--- src/rtl/ir_pkg.sv ---
// Shared types and default tick constants for the IR transmit frame sequencer.
// Defaults assume a 12 MHz core clock.
package ir_pkg;

    localparam int TW = 19;

    localparam int unsigned DEF_HDR_MARK   = 42000;
    localparam int unsigned DEF_HDR_SPACE  = 20400;
    localparam int unsigned DEF_BIT_MARK   = 5280;
    localparam int unsigned DEF_ONE_SPACE  = 15600;
    localparam int unsigned DEF_ZERO_SPACE = 5280;
    localparam int unsigned DEF_GAP        = 420000;

    typedef enum logic [2:0] {
        S_IDLE,
        S_HDR_MARK,
        S_HDR_SPACE,
        S_BIT_MARK,
        S_BIT_SPACE,
        S_TRL_MARK,
        S_GAP
    } state_t;

    function automatic logic is_mark(input state_t s);
        return (s == S_HDR_MARK) || (s == S_BIT_MARK) || (s == S_TRL_MARK);
    endfunction

endpackage

--- src/rtl/ir_tick_timer.sv ---
// Loadable down-counter that parks at zero; zero flags the final tick of a state.
// Latency: load value visible the cycle after load; no backpressure.
module ir_tick_timer
    import ir_pkg::*;
(
    input  logic          clk,
    input  logic          reset,
    input  logic          load,
    input  logic [TW-1:0] load_val,
    output logic          zero
);

    logic [TW-1:0] count;

    always_ff @(posedge clk) begin
        if (reset) begin
            count <= '0;
        end else if (load) begin
            count <= load_val;
        end else if (count != '0) begin
            count <= count - 1'b1;
        end
    end

    assign zero = (count == '0);

endmodule

--- src/rtl/ir_tx_sched.sv ---
// Pulse-distance IR frame sequencer: header, LSB-first data bits, trailer mark, gap.
// Latency: byte transfer to first mark is 2 cycles; din_ready drops while the one-byte holding register is full.
module ir_tx_sched
    import ir_pkg::*;
#(
    parameter int unsigned HDR_MARK   = DEF_HDR_MARK,
    parameter int unsigned HDR_SPACE  = DEF_HDR_SPACE,
    parameter int unsigned BIT_MARK   = DEF_BIT_MARK,
    parameter int unsigned ONE_SPACE  = DEF_ONE_SPACE,
    parameter int unsigned ZERO_SPACE = DEF_ZERO_SPACE,
    parameter int unsigned GAP        = DEF_GAP
) (
    input  logic       clk,
    input  logic       reset,
    input  logic [7:0] din,
    input  logic       din_last,
    input  logic       din_valid,
    output logic       din_ready,
    output logic       out,
    output logic       busy,
    output logic       rx_mask,
    output logic       underrun
);

    state_t        state, state_nxt;
    logic [7:0]    hold, shift;
    logic          hold_last, hold_full, cur_last;
    logic [2:0]    bit_idx;
    logic          xfer, load_byte, shift_en, und_nxt;
    logic          tmr_load, tmr_zero;
    logic [TW-1:0] tmr_val;

    assign xfer = din_valid & din_ready;

    ir_tick_timer u_timer (
        .clk      (clk),
        .reset    (reset),
        .load     (tmr_load),
        .load_val (tmr_val),
        .zero     (tmr_zero)
    );

    always_comb begin
        state_nxt = state;
        load_byte = 1'b0;
        shift_en  = 1'b0;
        und_nxt   = 1'b0;
        case (state)
            S_IDLE:      if (hold_full) begin
                             state_nxt = S_HDR_MARK;
                             load_byte = 1'b1;
                         end
            S_HDR_MARK:  if (tmr_zero) state_nxt = S_HDR_SPACE;
            S_HDR_SPACE: if (tmr_zero) state_nxt = S_BIT_MARK;
            S_BIT_MARK:  if (tmr_zero) state_nxt = S_BIT_SPACE;
            S_BIT_SPACE: if (tmr_zero) begin
                             if (bit_idx != 3'd7) begin
                                 shift_en  = 1'b1;
                                 state_nxt = S_BIT_MARK;
                             end else if (cur_last) begin
                                 state_nxt = S_TRL_MARK;
                             end else if (hold_full) begin
                                 load_byte = 1'b1;
                                 state_nxt = S_BIT_MARK;
                             end else begin
                                 und_nxt   = 1'b1;
                                 state_nxt = S_TRL_MARK;
                             end
                         end
            S_TRL_MARK:  if (tmr_zero) state_nxt = S_GAP;
            S_GAP:       if (tmr_zero) state_nxt = S_IDLE;
            default:     state_nxt = S_IDLE;
        endcase

        // Every exit changes state, so a state change is exactly a state entry.
        tmr_load = (state_nxt != state);
        case (state_nxt)
            S_HDR_MARK:  tmr_val = TW'(HDR_MARK - 1);
            S_HDR_SPACE: tmr_val = TW'(HDR_SPACE - 1);
            S_BIT_MARK:  tmr_val = TW'(BIT_MARK - 1);
            S_BIT_SPACE: tmr_val = shift[0] ? TW'(ONE_SPACE - 1) : TW'(ZERO_SPACE - 1);
            S_TRL_MARK:  tmr_val = TW'(BIT_MARK - 1);
            S_GAP:       tmr_val = TW'(GAP - 1);
            default:     tmr_val = '0;
        endcase
    end

    always_ff @(posedge clk) begin
        if (reset) begin
            state     <= S_IDLE;
            hold      <= '0;
            hold_last <= 1'b0;
            hold_full <= 1'b0;
            shift     <= '0;
            cur_last  <= 1'b0;
            bit_idx   <= '0;
            din_ready <= 1'b1;
            out       <= 1'b0;
            busy      <= 1'b0;
            rx_mask   <= 1'b0;
            underrun  <= 1'b0;
        end else begin
            state <= state_nxt;

            if (xfer) begin
                hold      <= din;
                hold_last <= din_last;
                hold_full <= 1'b1;
            end else if (load_byte) begin
                hold_full <= 1'b0;
            end
            // A load and a transfer never coincide: a load needs hold_full, a transfer needs it clear.
            din_ready <= ~(xfer | (hold_full & ~load_byte));

            if (load_byte) begin
                shift    <= hold;
                cur_last <= hold_last;
                bit_idx  <= '0;
            end else if (shift_en) begin
                shift   <= shift >> 1;
                bit_idx <= bit_idx + 3'd1;
            end

            // Outputs follow the next state so they line up with the state register.
            out      <= is_mark(state_nxt);
            busy     <= (state_nxt != S_IDLE);
            rx_mask  <= (state_nxt != S_IDLE);
            underrun <= und_nxt;
        end
    end

endmodule

--- config.mk ---
export PLATFORM = sky130hd
export DESIGN_NAME = ir_tx_sched
export DESIGN_NICKNAME = d
export VERILOG_FILES = /design/src/rtl/ir_pkg.sv /design/src/rtl/ir_tick_timer.sv /design/src/rtl/ir_tx_sched.sv
export SDC_FILE = /design/constraint.sdc
export NUM_CORES = 1
export LEC_CHECK = 0
export BUFFER_PORTS_ARGS = -buffer_cell sky130_fd_sc_hd__buf_2
export CAP_MARGIN = 20
export CORE_AREA = 2 2 68 70
export CTS_CLUSTER_DIAMETER = 50
export DETAILED_ROUTE_END_ITERATION = 10
export DIE_AREA = 0 0 70 72
export GPL_TIMING_DRIVEN = 0
export PLACE_DENSITY_LB_ADDON = 0.3
export SLEW_MARGIN = 15
export SYNTH_ARGS = -nofsm -noshare
export SYNTH_HDL_FRONTEND = slang
export SYNTH_SLANG_ARGS = --single-unit
export TNS_END_PERCENT = 100
--- constraint.sdc ---
create_clock -name clk -period 2.9 [get_ports clk]
set_input_delay 0.725 -clock clk [delete_from_list [all_inputs] [get_ports clk]]
set_output_delay 0.725 -clock clk [all_outputs]
set_load 0.005 [all_outputs]
Yosys cells after proc, flatten, opt, wreduce, memory -nomap -nowiden
Cells that the tools add are included.
{"block": "op_classes", "addsub": 2, "eq_ne": 14, "muxes": 28, "n_bitwise": 7, "n_reduce_logical": 12}
{"operator": "$pmux 19 s5", "n": 1}
{"operator": "$mux 19", "n": 2}
{"operator": "$mux 3", "n": 10}
{"operator": "$pmux 3 s7", "n": 1}
{"operator": "$logic_not 19->1", "n": 1}
{"operator": "$reduce_bool 19->1", "n": 1}
{"operator": "$sub 19x1->19 const B", "n": 1}
{"operator": "$eq 3x3->1 const B", "n": 6}
{"operator": "$mux 8", "n": 2}
{"operator": "$mux 14", "n": 1}
{"operator": "$eq 3x2->1 const B", "n": 4}
{"operator": "$mux 1", "n": 10}
{"operator": "$eq 3x1->1 const B", "n": 2}
{"operator": "$reduce_bool 2->1", "n": 3}
{"operator": "$reduce_or 5->1", "n": 1}
{"operator": "$not 1->1", "n": 4}
{"operator": "$reduce_or 2->1", "n": 2}
{"operator": "$add 3x1->3 const B", "n": 1}
{"operator": "$logic_not 3->1", "n": 1}
{"operator": "$ne 3x3->1", "n": 1}
{"operator": "$ne 3x3->1 const B", "n": 1}
{"operator": "$reduce_bool 3->1", "n": 1}
{"operator": "$and 1x1->1", "n": 2}
{"operator": "$logic_or 1x1->1", "n": 2}
{"operator": "other kinds (2)", "n": 2}
{"block": "word_totals", "reg_bits": 48, "inputBits": 12, "out_inout_bits": 5, "wordCells": 75}

Logic depth before layout (Yosys ltp)
Gate-level depths: netlist of the first run.
{"block": "logic_depth", "depth_word": 9, "mapped_depth": 10}

By module
Synthesis of the first run repeated with hierarchy kept, for this count alone.
{"block": "unflattened", "hier_cells": 320, "hier_area_um2": 2562.5}
{"module": "ir_tx_sched", "instances": 1, "cells_each": 182, "area_per_inst_um2": 1457.6, "seq_area_each_um2": 580.6}
{"module": "ir_tick_timer", "instances": 1, "cells_each": 138, "area_per_inst_um2": 1104.8, "seq_area_each_um2": 380.4}

Least setup slack after synthesis of the first run
OpenSTA, ideal clock, no wires.
{"block": "synth_timing", "path_kind": "reg-to-reg", "from": "register u_timer.count[0]", "to": "register shift[1]", "arrival_ns": 1.942, "required_ns": 2.830, "slack_ns": 0.887, "path_stages_with_launch": 10, "path_buffers": 1, "synth_period_minus_slack_ns": 2.013, "path_cell_list": "dfxtp_1 > inv_1 > ha_1 > nor2b_1 > nand4_1 > or2_1 > clkbuf_1 > a2bb2oi_1 > nand2_1 > a21oi_1"}
{"block": "synth_via", "elab_chain_cells": 4}
{"element": "start: declaration", "line_no": "ir_tick_timer.sv:13", "source": "logic [TW-1:0] count;"}
{"element": "start signal: assignment", "line_no": "ir_tick_timer.sv:19", "source": "count <= load_val;"}
{"element": "start signal: assignment", "line_no": "ir_tick_timer.sv:21", "source": "count <= count - 1'b1;"}
{"element": "$logic_not 19->1 (*)", "line_no": "ir_tick_timer.sv:25", "source": "assign zero = (count == '0);"}
{"element": "$mux 1", "line_no": "ir_tx_sched.sv:56", "source": "S_BIT_SPACE: if (tmr_zero) begin"}
{"element": "$pmux 1 s2 / $mux 1 (equally long branches)", "line_no": "ir_tx_sched.sv:48", "source": "case (state)"}
{"element": "$mux 8 / $reduce_bool 2->1 (equally long branches)"}
{"element": "end signal: assignment", "line_no": "ir_tx_sched.sv:116", "source": "shift <= hold;"}
{"element": "end signal: assignment", "line_no": "ir_tx_sched.sv:120", "source": "shift <= shift >> 1;"}
{"element": "end: declaration", "line_no": "ir_tx_sched.sv:26", "source": "logic [7:0] hold, shift;"}
Every way passes the cells marked *; elsewhere a longest branch is shown, timed or not.
A chain may end at the register's enable or synchronous reset.

Final worst setup path of the first run
{"block": "layout_timing", "from": "register u_timer.count[0]", "to": "register shift[3]"}
Same word-level chain as after synthesis.

==> results of run 1 <==
==> worst reg2reg max path, delay by kind of cell (launching register included) <==
| family | cells | cell delay, ns |
|---|---|---|
| simple gates | 4 | 0.73 |
| compound gates | 2 | 0.71 |
| buf+inv | 2 | 0.53 |
| flops | 1 | 0.38 |
| fa+ha+maj | 1 | 0.24 |
==> final cells by class <==
cell class	instances	area, µm²
multi-input cells	234	1398
flip-flops and latches	48	960.9
fillers	378	1543
repair buffers	15	75.07
well taps	52	65.06
plain buffers	19	82.58
clock inverters	2	38.79
inverters	5	18.77
clock buffers	6	82.58
==> Yosys cell counts, drive strengths merged, types with 2 or more instances <==
cell type / n
mux2i: 4
clkbuf: 10
or4: 3
nand2: 50
a22oi: 6
nand3: 5
o21ai: 7
nor2b: 3
o22ai: 2
a31oi: 2
or2: 2
buf: 9
xor2: 9
or3: 7
ha: 3
inv: 5
nor2: 21
xnor2: 8
a211oi: 7
o21a: 3
dfxtp: 48
a221oi: 2
a21oi: 39
and2: 3
nand2b: 6
nor4: 9
and3: 2
nand3b: 4
nor3: 11
==> path summary, 6_finish.rpt <==
path,startpoint,endpoint,slack (ns),cells past startpoint
setup reg to reg,u_timer.count[0]$_SDFFE_PP0P_,shift[3]$_SDFFE_PP0P_,0.27,9
hold reg to reg,hold_last$_SDFFE_PP0P_,cur_last$_SDFFE_PP0P_,0.46,2
setup / recovery,u_timer.count[0]$_SDFFE_PP0P_,shift[3]$_SDFFE_PP0P_,0.27,9
hold / removal,hold_last$_SDFFE_PP0P_,cur_last$_SDFFE_PP0P_,0.46,2
==> sequential cells by signal, summed over array words and instances, names as in the netlist <==
name and cells:
shift 8, underrun 1, hold_full 1, u_timer.count 19, hold 8, out 1, bit_idx 3, rx_mask 1
din_ready 1, state 3, hold_last 1, cur_last 1
==> kinds of logic (layout without fill, tap and decap cells) <==
group / Yosys count / in the layout / synth area share, %
mux: 4 / 4 / 1.628
flops: 48 / 48 / 39.06
fa+ha+maj: 3 / 3 / 1.526
compound gates: 81 / 81 / 20.70
xor+xnor: 17 / 17 / 6.053
buf+inv: 24 / 47 / 4.121
simple gates: 129 / 129 / 26.91
==> per-layer routing <==
layer	GRT usage, %	up-vias	wire length [µm]
li1	-	1135	-
met3	6.389	18	395
met4	12.18	0	162
met2	41.27	87	2816
met5	0	-	0
met1	32.61	1067	2718
==> power breakdown <==
group,internal (mW),switching [mW],total [mW],leakage (nW)
sequential,0.798,0.158,0.955,0.393
clock,0.282,0.243,0.525,0.0614
combinational,0.467,0.674,1.14,0.573
==> per-stage QoR <==
stage                     utilization [%]  power (mW)  setup slack (ns)  cell area (µm²)
after CTS                           63.82       2.611            0.3283             2721
after global placement              60.97       2.061            0.3688             2600
after global routing                63.82       2.792            0.1092             2721
final                               63.82       2.622            0.2671             2721
after detailed placement            60.97       2.079            0.3334             2600
after floorplan                         -       1.823            0.8874             2460
==> metrics.txt, run 1 <==
# TYPE chip_impl_metric gauge
chip_impl_metric{name="max-vdd-ir-drop",unit="µV"} 475.5
chip_impl_metric{name="synth.ff_latch_count",unit=""} 48
chip_impl_metric{name="die-area",unit="µm²"} 5040
chip_impl_metric{name="power.static_leakage",unit="nW"} 1.028
chip_impl_metric{name="vias_per_cell",unit=""} 6.055
chip_impl_metric{name="grt_first_pass_wirelength",unit="µm"} 10250
chip_impl_metric{name="synth-edff-count",unit=""} 0
chip_impl_metric{name="cts_setup_buffers",unit=""} 0
chip_impl_metric{name="postSynthAreaPerCell",unit="µm²"} 8.039
chip_impl_metric{name="rows",unit=""} 24
chip_impl_metric{name="synth-warning-count",unit=""} 0
chip_impl_info{name="timing.critical_path.slowest_stage_cell",value="a2bb2oi_1"} 1
chip_impl_metric{name="synth_cell_area",unit="µm²"} 2460
chip_impl_metric{name="antenna_left",unit=""} 0
chip_impl_metric{name="design.core.area",unit="µm²"} 4264
chip_impl_info{name="tritoncts",value="yes"} 1
chip_impl_metric{name="grt_antenna_before_repair",unit=""} 0
chip_impl_metric{name="tightest_slew",unit="ns"} 0.5765
chip_impl_metric{name="layout_worst_path_cycle_share",unit="%"} 90.79
chip_impl_metric{name="totalWireLength",unit="µm"} 6093
chip_impl_metric{name="numPlacedInstances",unit=""} 373
chip_impl_metric{name="cts.reportedPaths.clkPinSlew",unit="ns"} 0.10
chip_impl_metric{name="clkSinkCount",unit=""} 48
chip_impl_info{name="cts-root-buf",value="clkbuf_8"} 1
chip_impl_info{name="crit_type",value="flop to flop"} 1
chip_impl_metric{name="cts.path.max_buffers",unit=""} 2
chip_impl_metric{name="grt_start_max_net_pins",unit=""} 16
chip_impl_info{name="grt_setup_unrepaired",value="false"} 1
chip_impl_metric{name="grt.overflow.total",unit=""} 0
chip_impl_metric{name="cts-htree-levels",unit=""} 2
chip_impl_metric{name="max_clock_freq",unit="MHz"} 379.8
chip_impl_metric{name="die_height",unit="µm"} 72
chip_impl_metric{name="synthesis.nets",unit=""} 321
chip_impl_metric{name="timing.hold.ws",unit="ns"} 0.4580
chip_impl_info{name="synth.area.top_cells",value="dfxtp_1 39%, a21oi_1 7.9%, nand2_1 7.5%"} 1
chip_impl_metric{name="slew_violations",unit=""} 0
chip_impl_metric{name="totalNegativeSetupSlack",unit="ns"} 0
chip_impl_metric{name="cellPowerDensity",unit="nW/µm²"} 963.4
chip_impl_metric{name="postSynthCellCount",unit=""} 306
chip_impl_metric{name="holdBufCountCts",unit=""} 0
chip_impl_info{name="worst_setup_path_start_kind",value="flop"} 1
chip_impl_metric{name="grt_pass1_vias",unit=""} 2154
chip_impl_metric{name="grt_use_total",unit="%"} 25.66
chip_impl_info{name="outcome",value="complete, no violations"} 1
chip_impl_metric{name="hpwl",unit="µm"} 4316
chip_impl_metric{name="cpPeakStageDelay",unit="ns"} 0.55
chip_impl_metric{name="setup_violation_total_in_the_final_timing_report",unit=""} 0
chip_impl_metric{name="route.vias.total",unit=""} 2307
chip_impl_metric{name="start_util",unit="%"} 57.69
chip_impl_metric{name="yosys.area.top_type_share",unit="%"} 39.06
chip_impl_metric{name="crit_arrival",unit="ns"} 2.89
chip_impl_metric{name="gp_routability_congestion",unit=""} 0.9297
chip_impl_metric{name="relSlewSlack",unit="%"} 61.27
chip_impl_metric{name="maximum_capacitance_violations",unit=""} 0
chip_impl_metric{name="synth.yosys.seq_area_share",unit="%"} 39.06
chip_impl_metric{name="critical_path.max_fanout",unit=""} 10
chip_impl_metric{name="worst_skew_pair.late_latency",unit="ns"} 0.32
chip_impl_metric{name="min_period",unit="ns"} 2.633
chip_impl_info{name="layout_common_cells",value="49 x nand2_1, 48 x dfxtp_1, 39 x a21oi_1, 21 x nor2_1, 21 x buf_2"} 1
chip_impl_info{name="timing.critical_path.to_type",value="flop"} 1
chip_impl_metric{name="port-buffer-count",unit=""} 15
chip_impl_metric{name="die_x",unit="µm"} 70
chip_impl_metric{name="cts_buffers",unit=""} 5
chip_impl_metric{name="cts_repair_resize_count",unit=""} 0
chip_impl_metric{name="final-hold-violation-count",unit=""} 0
chip_impl_info{name="path_cells",value="inv_1 > ha_1 > nor2b_1 > nand4_1 > or2_1 > clkbuf_1 > a2bb2oi_1 > nand2_1 > a21oi_1"} 1
chip_impl_metric{name="avgRoutedWirePerCell",unit="µm"} 15.99
chip_impl_metric{name="io_pins",unit=""} 17
chip_impl_info{name="layout_commonest_cell",value="nand2_1"} 1
chip_impl_info{name="cpLargestDelayFamily",value="simple AND/OR/NAND/NOR gates"} 1
chip_impl_metric{name="synth_cell_types",unit=""} 54
chip_impl_info{name="dominantRegCellSynth",value="dfxtp_1"} 1
chip_impl_metric{name="areaGrowthSynthToFinish",unit="%"} 10.63
chip_impl_info{name="holdCritPathClass",value="flop to flop"} 1
chip_impl_metric{name="worst_ep_required_time",unit="ns"} 3.15
chip_impl_metric{name="design.final.nets",unit=""} 343
chip_impl_metric{name="instances_no_fill",unit=""} 381
chip_impl_metric{name="drc",unit=""} 0
chip_impl_metric{name="final_layout_size_suffix_gt1_share",unit="%"} 11.25
chip_impl_metric{name="drt_iter0_drc",unit=""} 323
chip_impl_metric{name="path_buf_inv",unit=""} 2
chip_impl_metric{name="asyncSetResetFlopFracSynth",unit="%"} 0
chip_impl_metric{name="finalClockSkew",unit="ns"} 0.009102
chip_impl_metric{name="number_of_iterations_in_the_first_detailed_routing_pass",unit=""} 5
chip_impl_info{name="yosys.area.top_type",value="dfxtp_1"} 1
chip_impl_metric{name="n_antenna_cell",unit=""} 0
(Power assumes the default switching activity.)
==> run 2: changes to the inputs <==
CORE_AREA = 2 2 65 67   (was 2 2 68 70)
DIE_AREA = 0 0 67 69   (was 0 0 70 72)
clock period = 3.1 ns   (was 2.9 ns; I/O delays follow)
==> run 2 against run 1 <==
Net effect:
- routed wire length fell by 1.6%
- critical path type unchanged
- die area fell by 8.3%
- combinational power fell by 4%
- critical path depth did not move
- design area rose by 1.3%
- largest power group unchanged
- global-route usage rose by 2.5 points
- first-iteration DRC count rose by 7.7%
- clock skew rose by 0.0031 ns
- sequential cell count did not move
- final cell count fell by 0.52%
- register-to-register slack improved by 0.22 ns
==> metrics.txt, run 2 (synthesis gave the netlist of run 1 again) <==
# TYPE chip_impl_metric gauge
chip_impl_metric{name="max_clock_freq",unit="MHz"} 382.6
chip_impl_metric{name="antenna_left",unit=""} 0
chip_impl_metric{name="route.vias.total",unit=""} 2408
chip_impl_metric{name="timing.hold.ws",unit="ns"} 0.4615
chip_impl_metric{name="max-vdd-ir-drop",unit="µV"} 640.7
chip_impl_info{name="layout_common_cells",value="49 x nand2_1, 48 x dfxtp_1, 39 x a21oi_1, 21 x nor2_1, 21 x buf_2"} 1
chip_impl_metric{name="rows",unit=""} 23
chip_impl_info{name="timing.critical_path.to_type",value="flop"} 1
chip_impl_info{name="cts-root-buf",value="clkbuf_8"} 1
chip_impl_metric{name="grt_first_pass_wirelength",unit="µm"} 10230
chip_impl_info{name="path_cells",value="inv_1 > ha_1 > nor2b_1 > nand4_1 > or2_1 > clkbuf_1 > a2bb2oi_1 > nand2_1 > a21oi_1"} 1
chip_impl_metric{name="die_x",unit="µm"} 67
chip_impl_info{name="layout_commonest_cell",value="nand2_1"} 1
chip_impl_metric{name="start_util",unit="%"} 62.85
chip_impl_info{name="holdCritPathClass",value="flop to flop"} 1
chip_impl_metric{name="die-area",unit="µm²"} 4623
chip_impl_metric{name="nFillCells",unit=""} 329
chip_impl_metric{name="tightest_slew",unit="ns"} 0.6190
chip_impl_metric{name="n_antenna_cell",unit=""} 0
chip_impl_metric{name="cts-htree-levels",unit=""} 2
chip_impl_metric{name="worst-r2r-setup-slack",unit="ns"} 0.49
chip_impl_metric{name="drc",unit=""} 0
chip_impl_metric{name="cellPowerDensity",unit="nW/µm²"} 939.6
chip_impl_info{name="crit_type",value="flop to flop"} 1
chip_impl_metric{name="cts.reportedPaths.clkPinSlew",unit="ns"} 0.09
chip_impl_metric{name="final-hold-violation-count",unit=""} 0
chip_impl_metric{name="grt_use_total",unit="%"} 28.16
chip_impl_metric{name="gp_routability_congestion",unit=""} 0.9423
chip_impl_metric{name="io_pins",unit=""} 17
chip_impl_info{name="cpLargestDelayFamily",value="simple AND/OR/NAND/NOR gates"} 1
chip_impl_metric{name="number_of_iterations_in_the_first_detailed_routing_pass",unit=""} 5
chip_impl_metric{name="max_reg_flops",unit=""} 19
chip_impl_metric{name="min_period",unit="ns"} 2.614
chip_impl_metric{name="totalWireLength",unit="µm"} 5998
chip_impl_metric{name="final_core_utilization",unit="%"} 70.43
chip_impl_metric{name="worst_ep_required_time",unit="ns"} 3.33
chip_impl_metric{name="totalNegativeSetupSlack",unit="ns"} 0
chip_impl_metric{name="grt_pass1_vias",unit=""} 2255
chip_impl_metric{name="dpl_cell_area",unit="µm²"} 2597
chip_impl_metric{name="areaGrowthSynthToFinish",unit="%"} 12.05
chip_impl_metric{name="die_height",unit="µm"} 69
chip_impl_info{name="timing.critical_path.slowest_stage_cell",value="a2bb2oi_1"} 1
chip_impl_metric{name="grt_start_max_net_pins",unit=""} 16
chip_impl_metric{name="cts.path.max_buffers",unit=""} 2
chip_impl_metric{name="relSlewSlack",unit="%"} 58.42
chip_impl_metric{name="grt.overflow.total",unit=""} 0
chip_impl_info{name="top_regs",value="u_timer.count (19), hold (8), shift (8)"} 1
chip_impl_metric{name="avgRoutedWirePerCell",unit="µm"} 15.83
chip_impl_metric{name="clkSinkCount",unit=""} 48
chip_impl_metric{name="finalWorstSetupSlack",unit="ns"} 0.4864
chip_impl_metric{name="maximum_capacitance_violations",unit=""} 0
chip_impl_metric{name="slew_violations",unit=""} 0
chip_impl_info{name="grt_setup_unrepaired",value="false"} 1
chip_impl_metric{name="power.static_leakage",unit="nW"} 1.045
chip_impl_metric{name="holdBufCountCts",unit=""} 0
chip_impl_metric{name="design_area",unit="µm²"} 2756
chip_impl_info{name="worst_setup_path_start_kind",value="flop"} 1
chip_impl_metric{name="grt_antenna_before_repair",unit=""} 0
chip_impl_info{name="outcome",value="complete, no violations"} 1
chip_impl_metric{name="cts_buffers",unit=""} 5
chip_impl_metric{name="port-buffer-count",unit=""} 15
chip_impl_metric{name="path_buf_inv",unit=""} 2
chip_impl_metric{name="finalClockSkew",unit="ns"} 0.01220
chip_impl_metric{name="critical_path.max_fanout",unit=""} 10
chip_impl_metric{name="crit_arrival",unit="ns"} 2.84
chip_impl_metric{name="hpwl",unit="µm"} 4267
chip_impl_metric{name="cts_repair_resize_count",unit=""} 0
chip_impl_metric{name="setup_violation_total_in_the_final_timing_report",unit=""} 0
chip_impl_metric{name="dp_slack",unit="ns"} 0.5747
chip_impl_metric{name="layout_worst_path_cycle_share",unit="%"} 84.31
chip_impl_metric{name="cpPeakStageDelay",unit="ns"} 0.54
chip_impl_info{name="tritoncts",value="yes"} 1
chip_impl_metric{name="vias_per_cell",unit=""} 6.354
chip_impl_metric{name="design.final.nets",unit=""} 343
chip_impl_metric{name="worst_skew_pair.late_latency",unit="ns"} 0.30
chip_impl_metric{name="final_layout_size_suffix_gt1_share",unit="%"} 11.25
chip_impl_metric{name="design.core.area",unit="µm²"} 3914
chip_impl_metric{name="drt_iter0_drc",unit=""} 348
chip_impl_metric{name="cts_setup_buffers",unit=""} 0
chip_impl_info{name="largest_register",value="u_timer.count"} 1
[run 2: cell types whose count changed in the layout (fill, tap and decap cells not counted), sizes merged]
| cell | change |
|---|---|
| bufinv | +2 |
| clkinv | -1 |
| clkbuf | -1 |
[run 2: per-stage QoR]
stage          std cells  power, mW
2_1_floorplan        306      1.706
3_3_place_gp         371      1.923
3_5_place_dp         371      1.939
4_1_cts              379      2.562
5_1_grt              379      2.759
6_report             379      2.590
[run 2: per-layer routing]
layer | wire length [µm] | track usage, %
met5 | 0 | 0
met3 | 483 | 6.036
met1 | 2582 | 38.10
met2 | 2707 | 41.58
met4 | 224 | 14.74
[run 2: final timing paths]
kind,from,end,depth (start not counted)
worst max-delay path,u_timer.count[0]$_SDFFE_PP0P_,shift[5]$_SDFFE_PP0P_,9
worst min-delay path,shift[2]$_SDFFE_PP0P_,shift[2]$_SDFFE_PP0P_,2
worst min register to register,shift[2]$_SDFFE_PP0P_,shift[2]$_SDFFE_PP0P_,2
worst max register to register,u_timer.count[0]$_SDFFE_PP0P_,shift[5]$_SDFFE_PP0P_,9
[run 2: power by group]
part / internal (mW) / switching (mW)
logic: 0.436 / 0.649
clock network: 0.403 / 0.210
registers: 0.746 / 0.145
[run 2: worst register-to-register path, delay by kind of cell (launching register included)]
| kind | cells | cell delay [ns] |
|---|---|---|
| buffers and inverters | 2 | 0.47 |
| AO/OA/AOI/OAI | 2 | 0.72 |
| adder cells (fa/ha/maj) | 1 | 0.24 |
| AND/OR/NAND/NOR | 4 | 0.75 |
| flip-flops | 1 | 0.38 |
[run 2: area by class of cell]
type	count	area (µm²)	share of cell area [%]
clock inverters	3	90.09	3.268
plain buffers	19	82.58	2.996
repair buffers	15	75.07	2.724
clock buffers	5	68.82	2.497
flip-flops and latches	48	960.9	34.86
well taps	50	62.56	2.270
multi-input cells	234	1398	50.70
inverters	5	18.77	0.6809
